## config.mk

```make
export PLATFORM = sky130hd
export DESIGN_NAME = count_arb
export DESIGN_NICKNAME = d
export VERILOG_FILES = /design/src/rtl/count_arb.sv
export SDC_FILE = /design/constraint.sdc
export NUM_CORES = 1
export LEC_CHECK = 0
export CORE_ASPECT_RATIO = 0.8
export CORE_UTILIZATION = 47
export CTS_BUF_LIST = sky130_fd_sc_hd__clkbuf_8 sky130_fd_sc_hd__clkbuf_16
export CTS_CLUSTER_DIAMETER = 200
export DETAILED_ROUTE_END_ITERATION = 8
export PLACE_DENSITY = 0.88
export SYNTH_ARGS = -nofsm -noshare
export SYNTH_HDL_FRONTEND = slang
export SYNTH_SLANG_ARGS = --single-unit
```

## constraint.sdc

```tcl
create_clock -name clk -period 2.3 [get_ports clk]
set_clock_uncertainty 0.2 [all_clocks]
set_input_delay 0.23 -clock clk [delete_from_list [all_inputs] [get_ports clk]]
set_output_delay 0.23 -clock clk [all_outputs]
set_load 0.1 [all_outputs]
```

## src/rtl/count_arb.sv

```systemverilog
// count_arb: two-requester arbiter driving a shared up-counter.
//
// A granted requester gets the counter for one run. The counter counts from 0
// up to the length that requester presented at grant time. The requester then
// gets a one-cycle done pulse, and the arbiter releases the grant.
//
// Ports
//   clk    - clock; all state changes on its rising edge
//   reset  - synchronous, active-low reset
//   req    - per-requester level request (bit i = requester i)
//   len0   - terminal count for requester 0, sampled at grant
//   len1   - terminal count for requester 1, sampled at grant
//   gnt    - one-hot grant, registered
//   busy   - high while a grant is active (RUN or DONE), registered
//   out    - shared counter value, registered
//   done   - one-cycle completion pulse to the granted requester, registered
//
// Configuration
//   COUNT_ARB_FIXED_PRIO_EN - when defined, requester 0 always wins a tie
//                             and no round-robin pointer is built. When
//                             undefined, a round-robin pointer breaks ties.

module count_arb #(
    parameter int WIDTH = 4
) (
    input  logic             clk,
    input  logic             reset,
    input  logic [1:0]       req,
    input  logic [WIDTH-1:0] len0,
    input  logic [WIDTH-1:0] len1,
    output logic [1:0]       gnt,
    output logic             busy,
    output logic [WIDTH-1:0] out,
    output logic [1:0]       done
);

    typedef enum logic [1:0] {
        IDLE = 2'd0,
        RUN  = 2'd1,
        DONE = 2'd2
    } state_t;

    state_t           state;
    logic [WIDTH-1:0] term;
    logic             owner;
    logic             favoured;
    logic             pick;

`ifdef COUNT_ARB_FIXED_PRIO_EN
    assign favoured = 1'b0;
`else
    logic             ptr;
    assign favoured = ptr;
`endif

    // The favoured requester only matters when both requesters ask at once.
    always_comb begin
        pick = 1'b0;
        case (req)
            2'b01:   pick = 1'b0;
            2'b10:   pick = 1'b1;
            2'b11:   pick = favoured;
            default: pick = 1'b0;
        endcase
    end

    always_ff @(posedge clk) begin
        if (!reset) begin
            state <= IDLE;
            gnt   <= 2'b00;
            busy  <= 1'b0;
            done  <= 2'b00;
            out   <= '0;
            term  <= '0;
            owner <= 1'b0;
`ifndef COUNT_ARB_FIXED_PRIO_EN
            ptr   <= 1'b0;
`endif
        end else begin
            case (state)
                IDLE: begin
                    done <= 2'b00;
                    if (req != 2'b00) begin
                        owner <= pick;
                        gnt   <= pick ? 2'b10 : 2'b01;
                        term  <= pick ? len1 : len0;
                        out   <= '0;
                        busy  <= 1'b1;
                        state <= RUN;
                    end else begin
                        gnt  <= 2'b00;
                        busy <= 1'b0;
                    end
                end

                // Losing the request takes priority over counting or
                // finishing, so an abort never produces a done pulse.
                RUN: begin
                    if (!req[owner]) begin
                        gnt   <= 2'b00;
                        busy  <= 1'b0;
                        state <= IDLE;
`ifndef COUNT_ARB_FIXED_PRIO_EN
                        ptr   <= ~owner;
`endif
                    end else if (out == term) begin
                        done  <= gnt;
                        state <= DONE;
                    end else begin
                        out <= out + {{(WIDTH-1){1'b0}}, 1'b1};
                    end
                end

                DONE: begin
                    gnt   <= 2'b00;
                    busy  <= 1'b0;
                    done  <= 2'b00;
                    state <= IDLE;
`ifndef COUNT_ARB_FIXED_PRIO_EN
                    ptr   <= ~owner;
`endif
                end

                default: begin
                    gnt   <= 2'b00;
                    busy  <= 1'b0;
                    done  <= 2'b00;
                    state <= IDLE;
                end
            endcase
        end
    end

endmodule

```

==> results.cfg, run 1 <==
[yosys]
synthDistinctLibCells = 30
synth_top_family_by_area = compound AO/OA/AOI/OAI gates
synthMuxAreaShare_pct = 2.485
synth-seq-cells = 17
syn_area_per_cell_um2 = 8.473
async_flop_share_pct = 0
synth_compound_area_share_pct = 23.98
syn_area_um2 = 855.8
synth.most_common_cell = dfxtp_1
syn_nets = 116
ys_warn_count = 0
synth_adder_area_share_pct = 4.386
synth-simple-area-share_pct = 20.32
synth_ff_type = dfxtp_1
synth_xor_area_share_pct = 4.094
synth_edf_count = 0
yosysTopAreaCell = dfxtp_1
synthTopCellsByArea = dfxtp_1 (40%), nand2_1 (6.6%), a21oi_1 (5.8%)
yosysTopAreaCellShare_pct = 39.77
syn_inst = 101
yosysSeqAreaShare_pct = 39.77
netlist_top_cells_count = dfxtp_1 (17), nand2_1 (15), a21oi_1 (10)

[routing]
via_per_inst = 5.931
wl_per_cell_um = 14.50
drtIter0Drc = 21
drt_pre_antenna_iters = 4
totalWireLength_um = 2088
detail-route-antenna-nets = 0
vias = 854
drc = 0

[layout]
regArea_um2 = 345.3
diodes = 0
final_util_pct = 66.21
fillers = 153
synthToLayoutAreaGrowth_pct = 28.36
multi_input_area_um2 = 473.0
design.final.nets = 138
drive_above_1_share_pct = 16.39
design_area_mm2 = 0.001099

[global_route]
grt_overflow = 0
grt_pass1_vias = 723
grt_use_total_pct = 23.07
grt_pass1_wl_um = 3277
antenna_found_initial = 0
grt_max_degree = 14

[clock_network]
cts_tree = yes
cts_inserted_buffers = 3
postCtsSetupRepairBufs = 0
cts.htree.levels = 1
cts_sinks = 17
clk_path_buf_depth = 2
path_clk_slew_ps = 70
hold_buffers = 0
clk_latency_ps = 250
clockRootBuffer = clkbuf_8
post_cts_resized = 0

[hold_path]
hold_class = reg2reg
min_path_cells = 2
hp-start = busy$_SDFFE_PN0P_
hold_path_end = busy$_SDFFE_PN0P_

[place]
place_congestion = 0.8178
hpwl_um = 1552
dpl_cell_area_mm2 = 0.001054
port_buffers = 20

[job]
maxCapViolCount = 0

[timing]
tns_ps = 0
min_period_ps = 1785
max_freq_ghz = 0.5601
worst_slew_pin_slew_ps = 431.5
rsz0062_at_grt = no
relSlewSlack_pct = 71.20
finalSetupViolCount = 0
fin_crit_sh_pct = 77.63
hold_viol = 0
final_max_slew_viol_count = 0

[floorplanning]
initial_core_util_pct = 51.58
fp.dieW_um = 49.71
fp.dieArea_mm2 = 0.001997
die_h_um = 40.17
coreArea_mm2 = 0.001659
io_pins = 21
fp-row-count = 13

[pwr]
p_switching_w = 0.0003391
powerDensity_mw_per_mm2 = 816.2
internal_power_w = 0.0005576
power_frac_seq_pct = 39.7
p_sw_share_pct = 37.82
leakage_nw = 0.4259
ir_drop_mv = 0.5793
combPwrFrac_pct = 35.5
clkPwrFrac_pct = 24.8
p_total_w = 0.0008967

[worst_setup_path]
worstSetupPathType = in2reg
crit_path_max_incr_delay_ps = 570
rr_startpoint = state[1]$_SDFFE_PN0P_
worstPathArrival_ps = 1760
critPathSlowestCell = clkdlybuf4s50_1
cp.required_ps = 2270
path_cells = clkdlybuf4s50_1 > mux2_2 > nand2_1 > buf_4 > or3_1 > a21oi_1
cp_num_buf_inv = 2
r2r_cells = 7
critical_path.top_delay_family = buffers and inverters
ff2ff_setup_slack_ps = 600
critPathMaxFanout = 11
r2r-end = out[2]$_SDFFE_PN0P_
cp-start-kind = primary input
critPathCaptureType = register

[run_status]
outcome = finished, final reports clean
## worst reg2reg max path: cells and delay by family, from the launching register on
kind / cells / cell delay [ps]
buffers and inverters: 2 / 280
adders and majority gates: 1 / 260
AOI/OAI and AO/OA: 3 / 370
DFF: 1 / 300
and+or+nand+nor: 1 / 250
## per-stage QoR
step	worst slack, ps	hold WS, ps	instances
after CTS	530.7	269.7	144
after floorplan	233.9	147.5	101
after global routing	424.1	280.8	144
final	514.6	263.8	144
after detailed placement	269.0	257.9	140
after global placement	359.4	249.3	140
## logic make-up (layout without fill, tap and decap cells)
| family | after synthesis | in the layout |
|---|---|---|
| buffers and inverters | 9 | 30 |
| DFF | 17 | 17 |
| muxes | 2 | 2 |
| AOI/OAI and AO/OA | 31 | 31 |
| adders and majority gates | 3 | 3 |
| xor gates and xnor gates | 4 | 4 |
| and+or+nand+nor | 35 | 35 |
## layout make-up
cell class | count | share of cell area (%)
clock inverters | 1 | 0.3417
well taps | 22 | 2.506
clock buffers | 3 | 3.759
multi-input cells | 75 | 43.05
flip-flops and latches | 17 | 31.44
repair buffers | 22 | 17.54
inverters | 4 | 1.367
## layout by cell type, fill, tap and decap left out, types with 2 or more instances in the layout
master	instances
nand2b_1	2
dfxtp_1	13
clkbuf_8	3
clkdlybuf4s50_1	11
buf_4	11
a31oi_1	2
nand2_1	15
o21a_1	3
nand4_1	2
o221ai_1	3
xnor2_1	4
inv_1	5
nor2_1	4
nand3_1	6
a311oi_1	5
a21oi_1	10
dfxtp_2	4
ha_1	3
o21ai_0	4
## per-layer routing
metal  track usage, %  wire, um  vias up
met5                0         0        -
met3            7.576       158        2
met2            40.20       981       32
li1                 -         -      417
met4            10.71        12        0
met1            26.64       936      403
## state kept, by name, indices dropped and copies added, names as in the netlist
signal / cells
out: 4
term: 4
done: 2
gnt: 2
state: 2
busy: 1
favoured: 1
owner: 1
## power by group through the flow
stage	logic (W)	clock network (W)	registers [W]
2_1_floorplan	0.000180	0	0.000427
3_3_place_gp	0.000306	0	0.000361
3_5_place_dp	0.000313	0	0.000362
4_1_cts	0.000315	0.000225	0.000356
5_1_grt	0.000347	0.000234	0.000360
6_report	0.000319	0.000222	0.000356
## worst max path at each step
stage          cells past startpoint  slack [ps]                   from             endpoint
2_1_floorplan                      5         230    out[0]$_SDFFE_PN0P_  out[3]$_SDFFE_PN0P_
6_report                           6         510                 req[1]  out[0]$_SDFFE_PN0P_
3_5_place_dp                       6         270                 req[1]  out[0]$_SDFFE_PN0P_
5_1_grt                            7         420  state[1]$_SDFFE_PN0P_  out[2]$_SDFFE_PN0P_
4_1_cts                            6         530                 req[1]  out[0]$_SDFFE_PN0P_
3_3_place_gp                       5         360                 req[1]  out[3]$_SDFFE_PN0P_
Note: power is estimated with default switching activity, not from simulation.
==> run 2, diff against run 1 <==
==> constraint.sdc (replaced) <==
create_clock -name clk -period 1.8 [get_ports clk]
set_clock_uncertainty 0.2 [all_clocks]
set_input_delay 0.18 -clock clk [delete_from_list [all_inputs] [get_ports clk]]
set_output_delay 0.18 -clock clk [all_outputs]
set_load 0.1 [all_outputs]
==> run 2 against run 1 <==
  * Sequential share of layout area decreased by 4.2 points
  * Sequential cell count unchanged
  * Design area increased by 19%
==> results.cfg, run 2 (synthesized netlist as in run 1, its figures left out) <==
[timing]
final_max_slew_viol_count = 0
worst_slew_pin_slew_ps = 430.9
hold_viol = 0
fin_crit_sh_pct = 95.76
relSlewSlack_pct = 71.24
tns_ps = 0
setup_slack_ps = 76.36
max_freq_ghz = 0.5802
rsz0062_at_grt = no
min_period_ps = 1724
finalSetupViolCount = 0

[routing]
drtIter0Drc = 33
drc = 0
drt_pre_antenna_iters = 5
via_per_inst = 6.027
vias = 904
totalWireLength_um = 2382
wl_per_cell_um = 15.88
detail-route-antenna-nets = 0

[layout]
drive_above_1_share_pct = 27.34
layout_commonest_cell = nand2_1
regArea_um2 = 356.6
final_util_pct = 79.03
synthToLayoutAreaGrowth_pct = 53.22
diodes = 0
multi_input_area_um2 = 516.7
design.final.nets = 144
reg_top3 = out (4), term (4)
final_cells = 150
fillers = 109
layout_common_cells = nand2_1 (15), dfxtp_1 (12), clkdlybuf4s50_1 (11)

[pwr]
power_frac_seq_pct = 37.3
p_total_w = 0.001241
ir_drop_mv = 0.7975
clkPwrFrac_pct = 22.8
p_sw_share_pct = 37.36
leakage_nw = 0.4933
p_switching_w = 0.0004636
powerDensity_mw_per_mm2 = 946.5
combPwrFrac_pct = 39.9
internal_power_w = 0.0007775

[floorplanning]
coreArea_mm2 = 0.001659
fp.dieArea_mm2 = 0.001997
fp.dieW_um = 49.71
fp-row-count = 13
initial_core_util_pct = 51.58
io_pins = 21
die_h_um = 40.17

[run_status]
outcome = finished, final reports clean

[clock_network]
clk_path_buf_depth = 2
cts_inserted_buffers = 3
clockRootBuffer = clkbuf_8
path_clk_slew_ps = 70
hold_buffers = 0
cts_tree = yes
cts.htree.levels = 1
clk_latency_ps = 250
cts_sinks = 17

[global_route]
use_met1_pct = 29.25
grt_max_degree = 14
grt_use_total_pct = 25.57
top_usage_layer = met2
grt_pass1_vias = 788
grt_overflow = 0
antenna_found_initial = 0
grtUsageMet2_pct = 47.64
met3_usage_pct = 7.955
grt_pass1_wl_um = 3622

[place]
port_buffers = 20
pre_cts_ws_ps = -95.99
place_inst = 146
hpwl_um = 1785
place_congestion = 0.8132

[worst_setup_path]
worstSetupPathType = reg2reg
worstPathArrival_ps = 1720
critPathMaxFanout = 7
cp.required_ps = 1800
cp-start-kind = register
critPathCaptureType = register

[job]
maxCapViolCount = 0

[hold_path]
hold_class = in2reg
## run 2: changes by cell type in the layout (fill, tap and decap cells not counted), sizes merged
cell	previous run	this run
buf	11	17
## run 2: stage by stage
step                instance area [um^2]  hold slack [ps]
CTS                                 1296            293.4
floorplan                          900.9            96.79
finish                              1311            299.7
global route                        1311            311.8
global placement                    1251            280.5
detailed placement                  1251            287.4
## run 2: area by class of cell
class	count	area share, %
clock buffer	3	3.149
inverter	4	1.145
sequential	17	27.19
clock inverter	1	0.2863
multi-input combinational	75	39.41
tap	22	2.099
timing repair buffer	28	26.72
## run 2: per-layer routing
| layer | up-vias | part of all wire (%) |
|---|---|---|
| li1 | 429 | - |
| met1 | 432 | 41 |
| met2 | 41 | 52 |
| met3 | 2 | 6.1 |
| met4 | 0 | 0.34 |
| met5 | - | 0 |
## run 2: worst paths after layout
check             slack, ps  cells after the start                    to               start
setup / recovery         80                      5   out[2]$_SDFFE_PN0P_  owner$_SDFFE_PN0P_
hold / removal          300                      3  term[3]$_SDFFE_PN0P_             len1[3]
setup reg to reg         80                      5   out[2]$_SDFFE_PN0P_  owner$_SDFFE_PN0P_
hold reg to reg         310                      2     busy$_SDFFE_PN0P_   busy$_SDFFE_PN0P_
## run 2: worst max-delay path, cell delays in order (launching register included)
cell and delay, ps:
dfxtp_2 370, mux2_2 370, buf_4 140, and2_1 240
a31oi_1 220, o21a_1 120
## run 2: power by group through the flow
stage	combinational [W]	clock, W	sequential (W)
after floorplan	0.000240	0	0.000547
after global placement	0.000455	0	0.000468
after detailed placement	0.000478	0	0.000470
after CTS	0.000481	0.000283	0.000462
after global routing	0.000527	0.000305	0.000467
final	0.000495	0.000283	0.000463
## run 2: what timing repair did
| item | CTS | global route |
|---|---|---|
| resized for setup | 0 | 5 |
| buffers inserted | 0 | 0 |
| hold endpoints to repair | 0 | 0 |
| endpoints found under the setup margin | 0 | 3 |
==> run 3, diff against run 2 <==
--- a/config.mk
+++ b/config.mk
@@ -5,8 +5,10 @@
 export SDC_FILE = /design/constraint.sdc
 export NUM_CORES = 1
 export LEC_CHECK = 0
+export CELL_PAD_IN_SITES_DETAIL_PLACEMENT = 0
+export CELL_PAD_IN_SITES_GLOBAL_PLACEMENT = 1
 export CORE_ASPECT_RATIO = 0.8
-export CORE_UTILIZATION = 47
+export CORE_UTILIZATION = 35
 export CTS_BUF_LIST = sky130_fd_sc_hd__clkbuf_8 sky130_fd_sc_hd__clkbuf_16
 export CTS_CLUSTER_DIAMETER = 200
 export DETAILED_ROUTE_END_ITERATION = 8
==> run 3 against run 2 <==
  * The run now ends with design-rule violations left
  * Maximum frequency is 1.1% higher
  * Critical path depth up 2
  * Design area rose by 1.5%
  * Non-clock buffer count up 4
  * Worst hold slack worse by 1.3 ps
  * Combinational power rose by 1%
  * Sequential power hardly changed
  * Largest power group unchanged
  * Highest routed layer unchanged
==> results.cfg, run 3 (synthesized netlist as in run 1, its figures left out) <==
[run_status]
outcome = finished, violations left
violations = design-rule violations

[timing]
max_freq_ghz = 0.5863
final_max_slew_viol_count = 0
whs_ps = 298.4
hold_viol = 0
min_period_ps = 1706
finalSetupViolCount = 0
fin_crit_sh_pct = 94.76
relSlewSlack_pct = 70.13
worst_slew_pin_slew_ps = 447.6
rsz0062_at_grt = no

[place]
place_inst = 153
place_congestion = 0.7635
port_buffers = 20
hpwl_um = 1642

[clock_network]
post_cts_resized = 0
cts_inserted_buffers = 3
path_clk_slew_ps = 70
clk_path_buf_depth = 2
clk_latency_ps = 250
hold_buffers = 0
postCtsSetupRepairBufs = 0
cts_tree = yes
clockRootBuffer = clkbuf_8
cts_sinks = 17
cts.htree.levels = 1

[worst_setup_path]
critPathMaxFanout = 7
critPathCaptureType = register
cp-start-kind = register
cp.required_ps = 1740
worstPathArrival_ps = 1650
worstSetupPathType = reg2reg

[pwr]
ir_drop_mv = 0.5212
p_total_w = 0.001249
p_sw_share_pct = 37.02
powerDensity_mw_per_mm2 = 938.1
clkPwrFrac_pct = 23.0
leakage_nw = 0.5105
power_frac_seq_pct = 36.9
combPwrFrac_pct = 40.1
internal_power_w = 0.0007866
p_switching_w = 0.0004624

[global_route]
grt_use_total_pct = 18.45
grt_pass1_wl_um = 3594
antenna_found_initial = 0
grt_max_degree = 14
grt_overflow = 0
grt_pass1_vias = 799

[layout]
fillers = 188
layout_common_cells = nand2_1 (15), dfxtp_1 (13), buf_4 (12)
final_cells = 157
reg_top3 = out (4), term (4)
layout_commonest_cell = nand2_1
design.final.nets = 148
drive_above_1_share_pct = 26.52
final_util_pct = 59.61
synthToLayoutAreaGrowth_pct = 55.56
diodes = 0

[floorplanning]
fp.dieW_um = 57.29
io_pins = 21
fp-row-count = 15
fp.dieArea_mm2 = 0.002648
die_h_um = 46.23
initial_core_util_pct = 38.32
coreArea_mm2 = 0.002233

[routing]
wl_per_cell_um = 14.15
drtIter0Drc = 24
detail-route-antenna-nets = 0
via_per_inst = 5.497
totalWireLength_um = 2222
vias = 863
drc = 2
drt_pre_antenna_iters = 6

[hold_path]
hold_class = in2reg

[job]
maxCapViolCount = 0
[run 3: cell type report]
type	instances	area, um^2	share of cell area [%]
Multi-Input combinational cell	75	503.0	37.78
Timing Repair Buffer	32	380.4	28.57
Sequential cell	17	355.3	26.69
Clock buffer	3	41.29	3.101
Tap cell	25	31.28	2.350
Inverter	4	15.01	1.128
Clock inverter	1	5.005	0.3759
[run 3: routing by layer]
layer	up-vias	track usage [%]	part of all wire, %
li1	436	-	-
met1	401	21.66	47
met2	22	33.18	48
met3	4	6.180	4.1
met4	0	4.390	0.81
met5	-	0	0
[run 3: power groups by stage]
| stage | clock (W) | sequential, W | combinational [W] |
|---|---|---|---|
| 2_1_floorplan | 0 | 0.000547 | 0.000240 |
| 3_3_place_gp | 0 | 0.000468 | 0.000478 |
| 3_5_place_dp | 0 | 0.000469 | 0.000490 |
| 4_1_cts | 0.000292 | 0.000462 | 0.000496 |
| 5_1_grt | 0.000311 | 0.000466 | 0.000534 |
| 6_report | 0.000287 | 0.000461 | 0.000501 |
[run 3: final timing paths]
kind	cells after the start	endpoint	slack [ps]	startpoint
max	7	out[2]$_SDFFE_PN0P_	90	state[0]$_SDFFE_PN0P_
min	3	term[3]$_SDFFE_PN0P_	300	len0[3]
max reg2reg	7	out[2]$_SDFFE_PN0P_	90	state[0]$_SDFFE_PN0P_
min reg2reg	2	busy$_SDFFE_PN0P_	300	busy$_SDFFE_PN0P_
[run 3: critical path, cell delays in order (launching register included)]
cell and delay [ps]:
dfxtp_1 330, inv_1 60, ha_1 280, nor3b_1 170, buf_4 160, o21ai_0 160, a31oi_1 60, o21a_1 180
[run 3: per-stage QoR]
stage          setup slack (ps)  setup TNS, ps  instance area [um^2]
6_report                  94.28              0                  1331
5_1_grt                   37.20              0                  1331
4_1_cts                   99.41              0                  1331
3_5_place_dp             -33.12         -78.13                  1285
3_3_place_gp             -8.102         -8.102                  1285
2_1_floorplan            -47.87         -47.87                 900.9
